--- config.mk ---
export PLATFORM = sky130hd
export DESIGN_NAME = jtag_tap_sequencer
export DESIGN_NICKNAME = d
export VERILOG_FILES = /design/src/rtl/jtag_tap_sequencer.sv
export SDC_FILE = /design/constraint.sdc
export NUM_CORES = 1
export LEC_CHECK = 0
export ABC_AREA = 0
export CORE_ASPECT_RATIO = 2
export CORE_MARGIN = 2
export CORE_UTILIZATION = 30
export DETAILED_ROUTE_END_ITERATION = 10
export PLACE_DENSITY_LB_ADDON = 0.2
export SYNTH_ARGS = -nofsm -noshare
export SYNTH_HDL_FRONTEND = slang
export SYNTH_SLANG_ARGS = --single-unit
--- constraint.sdc ---
create_clock -name CLK -period 5.5 [get_ports CLK]
set_input_delay 1.1 -clock CLK [delete_from_list [all_inputs] [get_ports CLK]]
set_output_delay 1.1 -clock CLK [all_outputs]
set_load 0.05 [all_outputs]
--- src/rtl/jtag_tap_sequencer.sv ---
// rtl/jtag_tap_sequencer.sv - JTAG host sequencer: TAP reset, IR/DR scan and idle clocking with TDO capture
// The shadow TAP state follows (tap_state, tms) every edge, so it tracks a real TAP driven by tms.
module jtag_tap_sequencer #(
    parameter int MAX_LEN = 32,
    parameter int LEN_W   = $clog2(MAX_LEN + 1)
) (
    input  logic               CLK,
    input  logic               RESETN,
    input  logic               cmd_valid,
    output logic               cmd_ready,
    input  logic [1:0]         cmd_op,
    input  logic [LEN_W-1:0]   cmd_len,
    input  logic [MAX_LEN-1:0] cmd_data,
    output logic               rsp_valid,
    input  logic               rsp_ready,
    output logic [MAX_LEN-1:0] rsp_data,
    output logic               rsp_err,
    output logic               tms,
    output logic               tdi,
    input  logic               tdo,
    output logic [3:0]         tap_state
);
    localparam int CNT_W = $clog2(MAX_LEN + 7);
    localparam int IDX_W = (MAX_LEN > 1) ? $clog2(MAX_LEN) : 1;

    localparam logic [1:0] OP_RESET = 2'd0, OP_IR = 2'd1, OP_DR = 2'd2, OP_IDLE = 2'd3;

    localparam logic [3:0] TLR = 4'hF, RTI = 4'hC, SELDR = 4'h7, CAPDR = 4'h6,
                           SHDR = 4'h2, EX1DR = 4'h1, PDR = 4'h3, EX2DR = 4'h0,
                           UPDR = 4'h5, SELIR = 4'h4, CAPIR = 4'hE, SHIR = 4'hA,
                           EX1IR = 4'h9, PIR = 4'hB, EX2IR = 4'h8, UPIR = 4'hD;

    typedef enum logic [1:0] {S_INIT, S_IDLE, S_RUN, S_RESP} fsm_t;

    fsm_t             state, state_n;
    logic [1:0]       op_q;
    logic [LEN_W-1:0] len_q;
    logic [MAX_LEN-1:0] data_q;
    logic [CNT_W-1:0] step, step_n, len_c, hdr, total;
    logic [IDX_W-1:0] sidx, cidx;
    logic             tms_n, tdi_n, in_shift, last_step, accept, bad_len, shifting;

    function automatic logic [3:0] tap_next(input logic [3:0] s, input logic m);
        case (s)
            TLR:     tap_next = m ? TLR   : RTI;
            RTI:     tap_next = m ? SELDR : RTI;
            SELDR:   tap_next = m ? SELIR : CAPDR;
            CAPDR:   tap_next = m ? EX1DR : SHDR;
            SHDR:    tap_next = m ? EX1DR : SHDR;
            EX1DR:   tap_next = m ? UPDR  : PDR;
            PDR:     tap_next = m ? EX2DR : PDR;
            EX2DR:   tap_next = m ? UPDR  : SHDR;
            UPDR:    tap_next = m ? SELDR : RTI;
            SELIR:   tap_next = m ? TLR   : CAPIR;
            CAPIR:   tap_next = m ? EX1IR : SHIR;
            SHIR:    tap_next = m ? EX1IR : SHIR;
            EX1IR:   tap_next = m ? UPIR  : PIR;
            PIR:     tap_next = m ? EX2IR : PIR;
            EX2IR:   tap_next = m ? UPIR  : SHIR;
            UPIR:    tap_next = m ? SELDR : RTI;
            default: tap_next = TLR;
        endcase
    endfunction

    assign cmd_ready = (state == S_IDLE);
    assign rsp_valid = (state == S_RESP);
    assign accept    = cmd_ready && cmd_valid;
    assign bad_len   = (cmd_op != OP_RESET) &&
                       ((cmd_len == '0) || (cmd_len > LEN_W'(MAX_LEN)));
    assign last_step = (step == total - CNT_W'(1));
    assign shifting  = (tap_state == SHDR) || (tap_state == SHIR);

    // step indexes the sequence bit currently on tms/tdi; this computes the bit for step+1.
    always_comb begin
        len_c = CNT_W'(len_q);
        hdr   = (op_q == OP_IR) ? CNT_W'(4) : CNT_W'(3);
        case (op_q)
            OP_RESET: total = CNT_W'(6);
            OP_IDLE:  total = len_c;
            default:  total = len_c + hdr + CNT_W'(2);
        endcase
        step_n   = step + CNT_W'(1);
        sidx     = IDX_W'(step_n - hdr);
        cidx     = IDX_W'(step - hdr);
        in_shift = (step_n >= hdr) && (step_n < hdr + len_c);
        tms_n    = 1'b0;
        tdi_n    = 1'b0;
        case (op_q)
            OP_RESET: tms_n = (step_n < CNT_W'(5));
            OP_IDLE:  tms_n = 1'b0;
            default: begin
                if (step_n < hdr) begin
                    tms_n = (op_q == OP_IR) && (step_n == CNT_W'(1));
                end else if (in_shift) begin
                    tms_n = (step_n == hdr + len_c - CNT_W'(1));
                    tdi_n = data_q[sidx];
                end else begin
                    tms_n = (step_n == hdr + len_c);
                end
            end
        endcase
    end

    always_comb begin
        state_n = state;
        case (state)
            S_INIT:  if (last_step) state_n = S_IDLE;
            S_IDLE:  if (accept) state_n = bad_len ? S_RESP : S_RUN;
            S_RUN:   if (last_step) state_n = S_RESP;
            S_RESP:  if (rsp_ready) state_n = S_IDLE;
            default: state_n = S_INIT;
        endcase
    end

    always_ff @(posedge CLK or negedge RESETN) begin
        if (!RESETN) state <= S_INIT;
        else         state <= state_n;
    end

    // INIT reuses the RESET-op sequence: op_q resets to OP_RESET and step 0 already drives tms=1.
    always_ff @(posedge CLK or negedge RESETN) begin
        if (!RESETN) begin
            tms       <= 1'b1;
            tdi       <= 1'b0;
            tap_state <= TLR;
            step      <= '0;
            op_q      <= OP_RESET;
            len_q     <= '0;
            data_q    <= '0;
            rsp_data  <= '0;
            rsp_err   <= 1'b0;
        end else begin
            tap_state <= tap_next(tap_state, tms);
            case (state)
                S_INIT, S_RUN: begin
                    if (state == S_RUN && shifting) rsp_data[cidx] <= tdo;
                    if (last_step) begin
                        tms <= 1'b0;
                        tdi <= 1'b0;
                    end else begin
                        step <= step_n;
                        tms  <= tms_n;
                        tdi  <= tdi_n;
                    end
                end
                S_IDLE: begin
                    if (accept) begin
                        op_q     <= cmd_op;
                        len_q    <= cmd_len;
                        data_q   <= cmd_data;
                        step     <= '0;
                        rsp_data <= '0;
                        rsp_err  <= bad_len;
                        tms      <= !bad_len && (cmd_op != OP_IDLE);
                        tdi      <= 1'b0;
                    end
                end
                default: ;
            endcase
        end
    end
endmodule

==> flow_summary.yaml <==
layout:
  drive_gt1_frac: 0.137
  fill_cells: 1788
  multi_input_area_um2: 3080
  final_nets: 711
  ff_latch_area_um2: 2180
  antenna_cells: 0
  area_delta_synth_final_pct: 24.4
route:
  via_count: 4567
  drtAntennaViolNets: 0
  drc: 0
  drt_pass1_iterations: 5
  vias_per_cell: 5.34
  wire_per_inst_um: 17.7
  routed_wl_mm: 15.2
  drt_iter0_markers: 153
die:
  coreArea_um2: 17800
  num_io_pins: 86
  initial_core_util: 0.308
  die_h_um: 195
  die_area_um2: 19400
  dieWidth_um: 99.5
  core.rowCount: 69
yosys:
  synth_nets: 637
  syn-instance-count: 564
  synth_ff_type: "dfrtp_1"
  synth_edf_count: 0
  synth_top_area_share: 0.375
  synth_warnings: 0
  yosys.area.top_type: "dfrtp_1"
  yosys-top-cells-count: "dfrtp_1, o21ai_0, a21oi_1"
  yosysMostFrequentCell: "dfrtp_1"
  mappedNetlistArea_um2: 5470
  synth.distinct_cells: 66
  ys_seq_area_frac: 0.399
  synthArstFlopShare: 1.00
  synth_area_per_cell_um2: 9.70
  synth-seq-cells: 87
  synth.area.top_cells: "dfrtp_1, mux2_2, o21ai_0, ha_1, a21oi_1"
setup_path:
  crit_fanout: 9
  cp.arrival_ns: 5.02
  start_kind: "flop"
  crit_chain: "inv_1 -> ha_1 -> inv_1 -> ha_1 -> ha_1 -> a21oi_1 -> xor2_2 -> ha_1 -> or3_1 -> a22oi_1 -> a311oi_2 -> a31oi_1 -> and3_1 -> nor4_2 -> nor2_2 -> o311ai_4 -> mux2_4"
  critPathSlowestCell: "nor4_2"
  critical_path.most_common_cell: "ha_1"
  cp-end-kind: "flop"
  cp.required_ns: 5.73
  cpLargestDelayFamily: "compound AO/OA/AOI/OAI gates"
  path_class: "flop to flop"
  crit_buf_inv: 2
  max_stage_delay_ns: 0.49
timing:
  skew_ns: 0.00797
  period_share: 0.871
  max_freq_ghz: 0.209
  tns_ns: 0
  worst_pin_slew_ns: 1.11
  period_minus_slack_ns: 4.79
  rsz0062_at_grt: "no"
  hold_viol: 0
  maxSlewHeadroom: 0.259
  setup_viol: 0
  drv_slew: 0
clocking:
  h-tree-depth: 3
  cts.sink_count: 87
  cts_buffer_depth: 2
  cts_tree: "done"
  cts_buffers: 9
  cts.hold.buffers_added: 0
  post_cts_resized: 0
  postCtsSetupBuffers: 0
  clock_latency_ns: 0.35
  clock-root-buffer: "clkbuf_16"
  clkTransAtPathRegs_ns: 0.06
place:
  io_buffers: 85
  dp_hpwl_mm: 11.7
  place.gp.congestion: 0.871
outcome:
  status: "complete, no violations"
global_routing:
  antenna_found_initial: 0
  grt_pass1_vias: 4643
  grt_max_degree: 88
  grtUsageTotal: 0.158
  overflow: 0
  grt_pass1_wl_mm: 24.3
hold_path:
  worstHoldPathType: "flop to flop"
job:
  drv_cap: 0
[metal layers]
metal	vias to the layer above	routed length, um	track usage
met5	-	0	0
met4	0	541	0.0751
met3	31	519	0.0209
met2	142	8460	0.301
met1	2222	5640	0.167
li1	2172	-	-
[cell families after synthesis]
logic type | Yosys count | share of synthesized area
buffers and inverters | 51 | 0.0384
and+or+nand+nor | 139 | 0.128
AOI/OAI and AO/OA | 168 | 0.182
adders and majority gates | 28 | 0.0640
xor gates and xnor gates | 35 | 0.0574
DFF | 87 | 0.399
muxes | 56 | 0.131
[placed cells by master (no fill, tap or decap), drive strengths merged, types with 26 or more instances in the layout]
| master | Yosys | routed |
|---|---|---|
| a21oi | 46 | 46 |
| xnor2 | 26 | 26 |
| o21ai | 82 | 82 |
| nor2 | 31 | 31 |
| inv | 26 | 28 |
| nand2 | 42 | 42 |
| dfrtp | 82 | 82 |
| clkdlybuf4s50 | 0 | 84 |
| mux2 | 42 | 42 |
| ha | 28 | 28 |
[area by class of cell]
class / count / share of cell area
clock buffer: 11 / 0.0357
clock inverter: 5 / 0.00956
inverter: 26 / 0.0143
multi-input combinational: 426 / 0.452
sequential: 87 / 0.321
tap: 213 / 0.0392
timing repair buffer: 88 / 0.128
[per-stage QoR]
| stage | hold WS (ns) | cells | worst slack (ns) | utilization | area, um^2 |
|---|---|---|---|---|---|
| floorplan | 0.474 | 564 | 1.54 | - | 5470 |
| global placement | 0.472 | 840 | 0.973 | 0.365 | 6500 |
| detailed placement | 0.482 | 840 | 0.769 | 0.365 | 6500 |
| CTS | 0.497 | 856 | 0.746 | 0.383 | 6810 |
| global route | 0.523 | 856 | 0.470 | 0.383 | 6810 |
| finish | 0.488 | 856 | 0.708 | 0.383 | 6810 |
[path summary, 6_finish.rpt]
| check | from | endpoint | cells past startpoint | slack, ns |
|---|---|---|---|---|
| setup / recovery | op_q[1] | state[1] | 17 | 0.71 |
| hold / removal | rsp_err | rsp_err | 2 | 0.49 |
| setup reg to reg | op_q[1] | state[1] | 17 | 0.71 |
| hold reg to reg | rsp_err | rsp_err | 2 | 0.49 |
| max in group asynchronous | RESETN | len_c[3] | 1 | 3.82 |
| min in group asynchronous | RESETN | rsp_data[1] | 1 | 0.97 |
[flip-flops by register name, indices dropped and copies added, names as in the netlist]
name	cells
len_c	6
tdi	1
step	6
rsp_err	1
state	2
tap_state	4
data_q	32
rsp_data	32
op_q	2
tms	1
[worst register-to-register path, stage by stage, from the launching register on]
cell and delay, ns:
dfrtp_1 0.39, inv_1 0.11, ha_1 0.40, inv_1 0.20, ha_1 0.27, ha_1 0.22, a21oi_1 0.22, xor2_2 0.24
ha_1 0.32, or3_1 0.15, a22oi_1 0.08, a311oi_2 0.45, a31oi_1 0.13, and3_1 0.21, nor4_2 0.49, nor2_2 0.14
o311ai_4 0.34, mux2_4 0.33
Power is not shown: default switching activity piles up to over one toggle a cycle in this logic, so the estimate is an artifact.
